### config.mk
export PLATFORM = sky130hd
export DESIGN_NAME = ring_switch_alloc
export DESIGN_NICKNAME = d
export VERILOG_FILES = /design/src/rtl/ring_pkg.sv /design/src/rtl/flit_fifo.sv /design/src/rtl/ring_switch_alloc.sv
export SDC_FILE = /design/constraint.sdc
export NUM_CORES = 1
export LEC_CHECK = 0
export ABC_AREA = 1
export BUFFER_PORTS_ARGS = -buffer_cell sky130_fd_sc_hd__buf_2
export CORE_MARGIN = 3
export CORE_UTILIZATION = 54
export CTS_BUF_LIST = sky130_fd_sc_hd__clkbuf_16
export CTS_CLUSTER_SIZE = 25
export DETAILED_ROUTE_END_ITERATION = 10
export PLACE_DENSITY = 0.75
export SYNTH_ARGS = -nofsm -noshare
export SYNTH_HDL_FRONTEND = slang
export SYNTH_SLANG_ARGS = --single-unit
export TNS_END_PERCENT = 1
### constraint.sdc
create_clock -name clk -period 2.95 [get_ports clk]
set_clock_uncertainty 0.2 [all_clocks]
set_input_delay 0.295 -clock clk [delete_from_list [all_inputs] [get_ports clk]]
set_output_delay 0.295 -clock clk [all_outputs]
set_load 0.005 [all_outputs]
### src/rtl/ring_pkg.sv
`default_nettype none
// ============================================================
// ring_pkg : shared widths and helpers for ring_switch_alloc
// Rev 1.0
// ============================================================
package ring_pkg;
  localparam int         FLIT_W       = 8;
  localparam int         NPORT        = 3;
  localparam int         SEL_W        = 5;
  localparam int         DEST_MSB     = 7;
  localparam int         DEST_LSB     = 6;
  localparam logic [1:0] DEST_ILLEGAL = 2'b11;

  typedef logic [FLIT_W-1:0] flit_t;
  typedef logic [1:0]        port_t;

  function automatic port_t next_port(input port_t p);
    return (p == port_t'(NPORT - 1)) ? port_t'(0) : port_t'(p + 2'd1);
  endfunction
endpackage
`default_nettype wire

### src/rtl/flit_fifo.sv
`default_nettype none
// ============================================================
// flit_fifo : DEPTH-entry flit FIFO, first-word-fall-through head
// Rev 1.0
// ============================================================
module flit_fifo
  import ring_pkg::*;
#(
  parameter int DEPTH = 4
) (
  input  logic  clk,
  input  logic  rst,
  input  logic  push_i,
  input  logic  pop_i,
  input  flit_t data_i,
  output flit_t head_o,
  output logic  full_o,
  output logic  empty_o
);
  localparam int AW = $clog2(DEPTH);

  logic [AW-1:0] wr_q, rd_q;
  logic [AW:0]   count_q;
  flit_t         mem_q [DEPTH];
  logic          do_push, do_pop;

  assign full_o  = (count_q == (AW+1)'(DEPTH));
  assign empty_o = (count_q == '0);
  assign do_push = push_i && !full_o;
  assign do_pop  = pop_i && !empty_o;
  assign head_o  = mem_q[rd_q];

  always_ff @(posedge clk or posedge rst) begin
    if (rst) begin
      wr_q    <= '0;
      rd_q    <= '0;
      count_q <= '0;
    end else begin
      if (do_push) wr_q <= wr_q + 1'b1;
      if (do_pop)  rd_q <= rd_q + 1'b1;
      if (do_push && !do_pop)      count_q <= count_q + 1'b1;
      else if (do_pop && !do_push) count_q <= count_q - 1'b1;
    end
  end

  // Storage needs no reset: occupancy alone decides what is valid.
  always_ff @(posedge clk) begin
    if (do_push) mem_q[wr_q] <= data_i;
  end
endmodule
`default_nettype wire

### src/rtl/ring_switch_alloc.sv
`default_nettype none
// ============================================================
// ring_switch_alloc : 3x3 credit-based switch allocator with
// per-output round-robin arbitration. Rev 1.0
// ============================================================
module ring_switch_alloc
  import ring_pkg::*;
#(
  parameter int DEPTH   = 4,
  parameter int CREDITS = 4
) (
  input  logic              clk,
  input  logic              rst,
  input  logic [FLIT_W-1:0] in0,
  input  logic [FLIT_W-1:0] in1,
  input  logic [FLIT_W-1:0] in2,
  input  logic              in_valid0,
  input  logic              in_valid1,
  input  logic              in_valid2,
  output logic              in_ready0,
  output logic              in_ready1,
  output logic              in_ready2,
  output logic [FLIT_W-1:0] d0,
  output logic [FLIT_W-1:0] d1,
  output logic [FLIT_W-1:0] d2,
  output logic [SEL_W-1:0]  sel0,
  output logic [SEL_W-1:0]  sel1,
  output logic [SEL_W-1:0]  sel2,
  output logic              out_valid0,
  output logic              out_valid1,
  output logic              out_valid2,
  input  logic              credit_in0,
  input  logic              credit_in1,
  input  logic              credit_in2,
  output logic              drop
);
  localparam int CW = $clog2(CREDITS + 1);

  flit_t             in_a   [NPORT];
  flit_t             head_a [NPORT];
  logic [NPORT-1:0]  in_v, full, empty, pop, illegal, credit_in, granted_in;
  logic [NPORT-1:0]  gnt     [NPORT];
  port_t             dest    [NPORT];
  logic [CW-1:0]     credit_q [NPORT], credit_d [NPORT];
  port_t             ptr_q    [NPORT], ptr_d    [NPORT];
  flit_t             d_q      [NPORT], d_d      [NPORT];
  logic [SEL_W-1:0]  sel_q    [NPORT], sel_d    [NPORT];
  logic [NPORT-1:0]  ovalid_q, ovalid_d;
  logic              drop_q, drop_d;

  assign in_a[0] = in0;
  assign in_a[1] = in1;
  assign in_a[2] = in2;
  assign in_v      = {in_valid2, in_valid1, in_valid0};
  assign credit_in = {credit_in2, credit_in1, credit_in0};

  generate
    for (genvar n = 0; n < NPORT; n++) begin : g_fifo
      flit_fifo #(.DEPTH(DEPTH)) u_fifo (
        .clk     (clk),
        .rst     (rst),
        .push_i  (in_v[n]),
        .pop_i   (pop[n]),
        .data_i  (in_a[n]),
        .head_o  (head_a[n]),
        .full_o  (full[n]),
        .empty_o (empty[n])
      );
    end
  endgenerate

  always_comb begin
    port_t idx;
    logic  found;
    pop        = '0;
    illegal    = '0;
    granted_in = '0;
    idx        = '0;
    found      = 1'b0;
    for (int n = 0; n < NPORT; n++) begin
      dest[n]    = head_a[n][DEST_MSB:DEST_LSB];
      illegal[n] = !empty[n] && (dest[n] == DEST_ILLEGAL);
    end
    for (int m = 0; m < NPORT; m++) begin
      gnt[m] = '0;
      idx    = ptr_q[m];
      found  = 1'b0;
      // Scan inputs starting at this output's round-robin pointer.
      for (int k = 0; k < NPORT; k++) begin
        if (!found && !empty[idx] && dest[idx] == port_t'(m) && credit_q[m] != '0) begin
          gnt[m][idx] = 1'b1;
          found       = 1'b1;
        end
        idx = next_port(idx);
      end
    end
    for (int n = 0; n < NPORT; n++) begin
      for (int m = 0; m < NPORT; m++) granted_in[n] = granted_in[n] | gnt[m][n];
      pop[n] = illegal[n] | granted_in[n];
      d_d[n] = granted_in[n] ? head_a[n] : d_q[n];
    end
    for (int m = 0; m < NPORT; m++) begin
      ovalid_d[m] = |gnt[m];
      sel_d[m]    = {{(SEL_W-NPORT){1'b0}}, gnt[m]};
      ptr_d[m]    = ptr_q[m];
      for (int n = 0; n < NPORT; n++) begin
        if (gnt[m][n]) ptr_d[m] = next_port(port_t'(n));
      end
      credit_d[m] = credit_q[m];
      if (ovalid_d[m] && !credit_in[m])
        credit_d[m] = credit_q[m] - 1'b1;
      else if (credit_in[m] && !ovalid_d[m] && credit_q[m] != CW'(CREDITS))
        credit_d[m] = credit_q[m] + 1'b1;
    end
    drop_d = |illegal;
  end

  always_ff @(posedge clk or posedge rst) begin
    if (rst) begin
      for (int i = 0; i < NPORT; i++) begin
        credit_q[i] <= CW'(CREDITS);
        ptr_q[i]    <= '0;
        d_q[i]      <= '0;
        sel_q[i]    <= '0;
      end
      ovalid_q <= '0;
      drop_q   <= 1'b0;
    end else begin
      for (int i = 0; i < NPORT; i++) begin
        credit_q[i] <= credit_d[i];
        ptr_q[i]    <= ptr_d[i];
        d_q[i]      <= d_d[i];
        sel_q[i]    <= sel_d[i];
      end
      ovalid_q <= ovalid_d;
      drop_q   <= drop_d;
    end
  end

  assign in_ready0  = !full[0];
  assign in_ready1  = !full[1];
  assign in_ready2  = !full[2];
  assign d0         = d_q[0];
  assign d1         = d_q[1];
  assign d2         = d_q[2];
  assign sel0       = sel_q[0];
  assign sel1       = sel_q[1];
  assign sel2       = sel_q[2];
  assign out_valid0 = ovalid_q[0];
  assign out_valid1 = ovalid_q[1];
  assign out_valid2 = ovalid_q[2];
  assign drop       = drop_q;
endmodule
`default_nettype wire

# Word-level counts from Yosys, hierarchy flattened
# Memories as Yosys holds them, arrays and structs flattened.
# Cells that the tools add are included.
# op_classes
addsub,24
magnitude_cmp,27
n_eq_ne,21
muxes,111
bitwise,24
n_reduce_logical,112
# ops
op,n
two-way mux 2 bit,33
two-way mux 3 bit,21
logical AND 1 bit,57
binary-select mux 2 bit (select 2 bit),9
logical NOT 1 bit,33
two-way mux 1 bit,30
"greater-or-equal comparator 3 bit, second input constant",9
"less-than comparator 2 x 3 -> 1 bit, second input constant",9
inverter 2 -> 3 bit,9
"adder 2 x 1 -> 2 bit, second input constant",12
"equality test 2 bit, second input constant",12
"adder 3 x 1 -> 3 bit, second input constant",6
binary-select mux 1 bit (select 2 bit),9
demux 1 bit (select 2 bit),9
"greater-or-equal comparator 2 x 1 -> 1 bit, second input constant",9
OR 3 bit,6
nonzero test 3 bit,6
"subtractor 3 x 1 -> 3 bit, second input constant",6
nonzero test 2 bit,6
OR reduction 3 bit,4
"equality test 3 bit, second input constant",3
logical NOT 3 bit,3
"!= test 3 bit, second input constant",3
OR 1 bit,9
other kinds (2),6
# totals
register_bits,73
ram_bits,96
in_bits,32
out_inout_bits,46
n_memories,3
# mem_list
memory,depth,width,read_ports,rd_ports_with_merged_regs,wr,line_no,rtl
g_fifo[0].u_fifo.mem_q,4,8,1,0,1,flit_fifo.sv:24,flit_t mem_q [DEPTH];
g_fifo[1].u_fifo.mem_q,4,8,1,0,1,flit_fifo.sv:24,
g_fifo[2].u_fifo.mem_q,4,8,1,0,1,flit_fifo.sv:24,

# Logic depth before layout (Yosys ltp)
# logic_depth
depth_word,25
ltp_mapped,24
depth_no_buf,23

# Hierarchy
# From an unflattened synthesis, not the netlist that was laid out.
# unflattened
hier_cells,846
hier_area_um2,8134.1
# modules_own_cells
mod,instances,cells_each,area_each_um2,seq_area_each_um2
flit_fifo,3,155,1737.9,1136.1
ring_switch_alloc,1,381,2920.3,1305.0

# Worst setup path after synthesis
# No wires, ideal clock.
# synth_path
path_kind,register -> register
from,reg g_fifo[0].u_fifo.rd_q[1]
to,reg g_fifo[2].u_fifo.count_q[2]
setup_ps,131
arrival_time_ps,2619
t_required_ps,2619
path_slack_ps,0
path_stages_with_launch,20
period_less_slack_ps,2950
cell_sequence,dfrtp_1 inv_1 nand3_2 nand2_2 nand3_1 nand2_1 nand2_2 inv_2 nand2_4 nand3_2 nand2_1 nor2_4 nand4_2 inv_1 ha_1 inv_1 fa_1 a21oi_1 o21ai_0 xor2_1
# synth_via
elab_chain_len,25
# synth_rtl
item,line_no,rtl
from (decl),flit_fifo.sv:22,"logic [AW-1:0] wr_q, rd_q;"
from (signal assigned),flit_fifo.sv:40,if (do_pop) rd_q <= rd_q + 1'b1;
memory read (4 x 8 bit) *,--,
binary-select mux 2 bit (select 2 bit),ring_switch_alloc.sv:90,if (!found && !empty[idx] && dest[idx] == port_t'(m) && credit_q[m] != '0) begin
two-way mux 2 bit (implied by the code) (2 in a row),ring_switch_alloc.sv:90,
equality test 2 x 1 -> 1 bit / logical NOT 2 bit (equally long branches),ring_switch_alloc.sv:90,
logical AND 1 bit (2 in a row),ring_switch_alloc.sv:90,
two-way mux 1 bit,ring_switch_alloc.sv:90,
logical NOT 1 bit,ring_switch_alloc.sv:90,
logical AND 1 bit (3 in a row),ring_switch_alloc.sv:90,
[... 5 more ...],--,
two-way mux 3 bit,ring_switch_alloc.sv:90,
OR 1 bit,ring_switch_alloc.sv:98,for (int m = 0; m < NPORT; m++) granted_in[n] = granted_in[n] | gnt[m][n];
OR 1 bit *,ring_switch_alloc.sv:98,
OR 1 bit *,ring_switch_alloc.sv:99,pop[n] = illegal[n] | granted_in[n];
logical AND 1 bit *,flit_fifo.sv:30,assign do_pop = pop_i && !empty_o;
logical NOT 1 bit,flit_fifo.sv:41,if (do_push && !do_pop) count_q <= count_q + 1'b1;
logical AND 1 bit,flit_fifo.sv:41,
two-way mux 3 bit / nonzero test 2 bit (equally long branches),--,
to (signal assigned),flit_fifo.sv:41,
to (signal assigned),flit_fifo.sv:42,else if (do_pop && !do_push) count_q <= count_q - 1'b1;
to (decl),flit_fifo.sv:23,logic [AW:0] count_q;
# Every way passes the cells marked *; elsewhere a longest branch is shown, timed or not. The select of a mux whose other input is x is not followed.
# A chain may end at the register's enable or synchronous reset.

==> metrics.md <==
| Metric | Value |
|---|---|
| Most frequent cell after synthesis | nand2_1 |
| Cell area after technology mapping | 8390 um2 |
| Max transition margin | 46.5% |
| Data required, critical path | 3.07 ns |
| Antenna Cells | 0 |
| Yosys top cell area share | 34.4% |
| Share of layout cells above drive strength 1 | 39.8% |
| Vias in the first global route | 5951 |
| Slew @ Worst Pin | 0.800 ns |
| Post-synth cell types | 44 |
| Clock buffer depth | 2 |
| Synth area leader | edfxtp_1 |
| DRC | 0 |
| Worst-path maximum fanout | 6 |
| Vias per std cell | 5.21 |
| Iter 0 DRT Violations | 406 |
| Pre-CTS setup slack | -0.150 ns |
| Hold crit path type | in2reg |
| Max Slew Vio Count | 0 |
| CP Class | reg2reg |
| GR Overflow Total | 0 |
| Routed vias | 6216 |
| Final Hold Vio Count | 0 |
| Fill count | 1023 |
| CTS Sinks | 169 |
| Clock Pin Slew Worst Setup and Hold Paths | 0.07 ns |
| Max Freq | 0.321 GHz |
| Fin nets | 1049 |
| CTS tree | yes |
| Dpl hpwl | 12200 um |
| Die Y | 131 um |
| I/O pin count | 78 |
| Final setup fails | 10 |
| Final Core Density | 73.2% |
| Total core area | 14900 um2 |
| Drt total wl | 18100 um |
| Ys Warns | 0 |
| CTS Buf Count | 17 |
| RD Place Congestion | 0.938 |
| Average wire per standard cell | 15.2 um |
| CP endpoint kind | flop |
| Number of antenna violations at the first check in global routing | 0 |
| Root Driver | clkbuf_16 |
| Top FF cell, synth | edfxtp_1 |
| Top post-synthesis cells by area | edfxtp_1 (34%), dfrtp_1 (21%), nand2_1 (7.4%) |
| Final min period | 3.12 ns |
| Top post-synthesis cells by count | nand2_1 (165), edfxtp_1 (96), inv_1 (79), dfrtp_1 (70), nor2_1 (55) |
| Global-route wire length before repair | 28500 um |
| Core Rows | 44 |
| Register area share after synthesis | 56.2% |
| Number of synthesized register bits | 169 |
| Mapped Cells | 791 |
| Number of iterations in the first detailed-routing pass | 4 |
| Crit Reg-Reg Startpoint | g_fifo[0].u_fifo.rd_q[0]$_DFFE_PP0P_ |
| Setup slack after layout | -0.169 ns |
| Hold Crit Start | credit_in1 |
| Number of synthesized flops with an enable pin | 96 |
| CTS H-Tree Depth | 4 |
| Largest net degree at the start of global routing | 38 |
| Post-detailed-route count of antenna-violating nets | 0 |
| Starting Density | 56.4% |
| Area grow syn2layout | 29.6% |
| Buffers on Ports | 71 |
| RSZ-0062 raised after global routing | yes |
| Arrival time at the worst endpoint | 3.23 ns |
| Total global-route track usage | 21.6% |
| Die ar. | 17100 um2 |
| CP startpoint kind | flop |
| Max-Cap Viols | 0 |
| CP startpoint | g_fifo[0].u_fifo.rd_q[0]$_DFFE_PP0P_ |
| Skew-Pair Late Insertion Delay | 0.43 ns |
| DIE WIDTH | 131 um |
| Status | finished with violations |
| Mean Syn Cell Area | 10.6 um2 |
| Post-synth ARST share | 43.2% |
| Final period utilization | 106% |
| Failing checks | setup timing |
## cells in the final DEF (no fill, tap or decap), types with 13 or more instances in the layout
cell	instances
xor2_1	13
buf_4	105
buf_2	71
a32o_1	18
nand3_4	19
nor2_2	14
inv_1	70
nor2_4	14
nor2_1	50
nand2_2	28
a21oi_1	26
dfrtp_1	65
nand3_2	19
clkbuf_16	17
nand3_1	36
edfxtp_1	96
nand2_4	16
nand2_1	151
inv_2	22
dlygate4sd3_1	25
ha_1	13
a21oi_2	14
## per-layer routing
metal	global-route usage, %	vias up	share of wire [%]	routed length, um
li1	-	3037	-	-
met1	27.2	2963	42	7540
met2	36.4	181	50	9100
met3	4.59	35	5.6	1020
met4	8.83	0	2.6	480
met5	0	-	0	0
## logic make-up (layout without fill, tap and decap cells)
group / after synthesis / in the layout / synth area share, %
flip-flops: 169 / 169 / 56.2
multiplexers: 3 / 3 / 0.403
other: 1 / 6 / 0.0447
adder cells (fa/ha/maj): 21 / 21 / 3.67
AO/OA/AOI/OAI: 88 / 88 / 7.29
AND/OR/NAND/NOR: 371 / 371 / 24.2
XOR/XNOR: 17 / 17 / 1.86
buffers and inverters: 121 / 334 / 6.38
## flip-flops by register name, summed over array words and instances, names as in the netlist
register               count
g_fifo.u_fifo.mem_q       96
credit_q                   9
g_fifo.u_fifo.count_q      9
d0                         8
d1                         8
d2                         8
g_fifo.u_fifo.rd_q         6
g_fifo.u_fifo.wr_q         6
ptr_q                      6
ovalid_q                   3
sel0                       3
sel1                       3
sel2                       3
drop                       1
## stage by stage
| step | hold slack (ns) | std cells | TNS (ns) | instance area [um2] |
|---|---|---|---|---|
| finish | 0.0641 | 1193 | -0.862 | 10900 |
| floorplan | 0.194 | 796 | 0 | 8420 |
| CTS | 0.0528 | 1184 | -0.239 | 10600 |
| global route | 0.0809 | 1193 | -2.71 | 10900 |
| detailed placement | 0.213 | 1117 | -0.794 | 9530 |
| global placement | 0.209 | 1117 | -0.575 | 9530 |
## critical path, cell delays in order (launching register included)
cell,delay [ns]
dfrtp_2,0.45
clkinv_4,0.13
nand2_4,0.10
nand3_4,0.11
nand2_8,0.13
o21ai_2,0.06
nor2_2,0.14
nand2_2,0.10
nor2_4,0.12
nand2_1,0.08
nand2_1,0.08
nand2_1,0.08
nand2_2,0.12
nor2_4,0.06
nand3_4,0.10
inv_4,0.04
ha_4,0.16
inv_4,0.06
fa_2,0.42
mux2_4,0.28
## repair_timing
action | in CTS | in global routing
setup endpoints to repair | 9 | 12
setup buffers | 10 | 9
gates resized for setup | 54 | 44
endpoints found under the hold margin | 131 | 0
cloned | 0 | 0
hold buffers | 25 | 0
pin swaps | 25 | 33
## final cells by class
type	instances	area, um2	area share [%]
Inverter	98	384	3.53
Clock inverter	15	155	1.43
Tap cell	184	230	2.12
Sequential cell	169	4720	43.4
Multi-Input combinational cell	506	3520	32.4
Timing Repair Buffer	204	1440	13.2
Clock buffer	17	425	3.91
## path summary, 6_finish.rpt
path / slack [ns] / end / depth (start not counted)
min: 0.06 / credit_q[5]$_DFFE_PP1P_ / 6
max: -0.17 / g_fifo[0].u_fifo.count_q[1]$_DFFE_PP0P_ / 19
min in group asynchronous: 0.29 / d1[1]$_DFFE_PP0P_ / 3
max in group asynchronous: 1.56 / credit_q[8]$_DFFE_PP1P_ / 4
min reg2reg: 0.28 / credit_q[6]$_DFFE_PP0P_ / 1
max reg2reg: -0.17 / g_fifo[0].u_fifo.count_q[1]$_DFFE_PP0P_ / 19
Power is not shown: default switching activity piles up to over one toggle a cycle in this logic, so the estimate is an artifact.
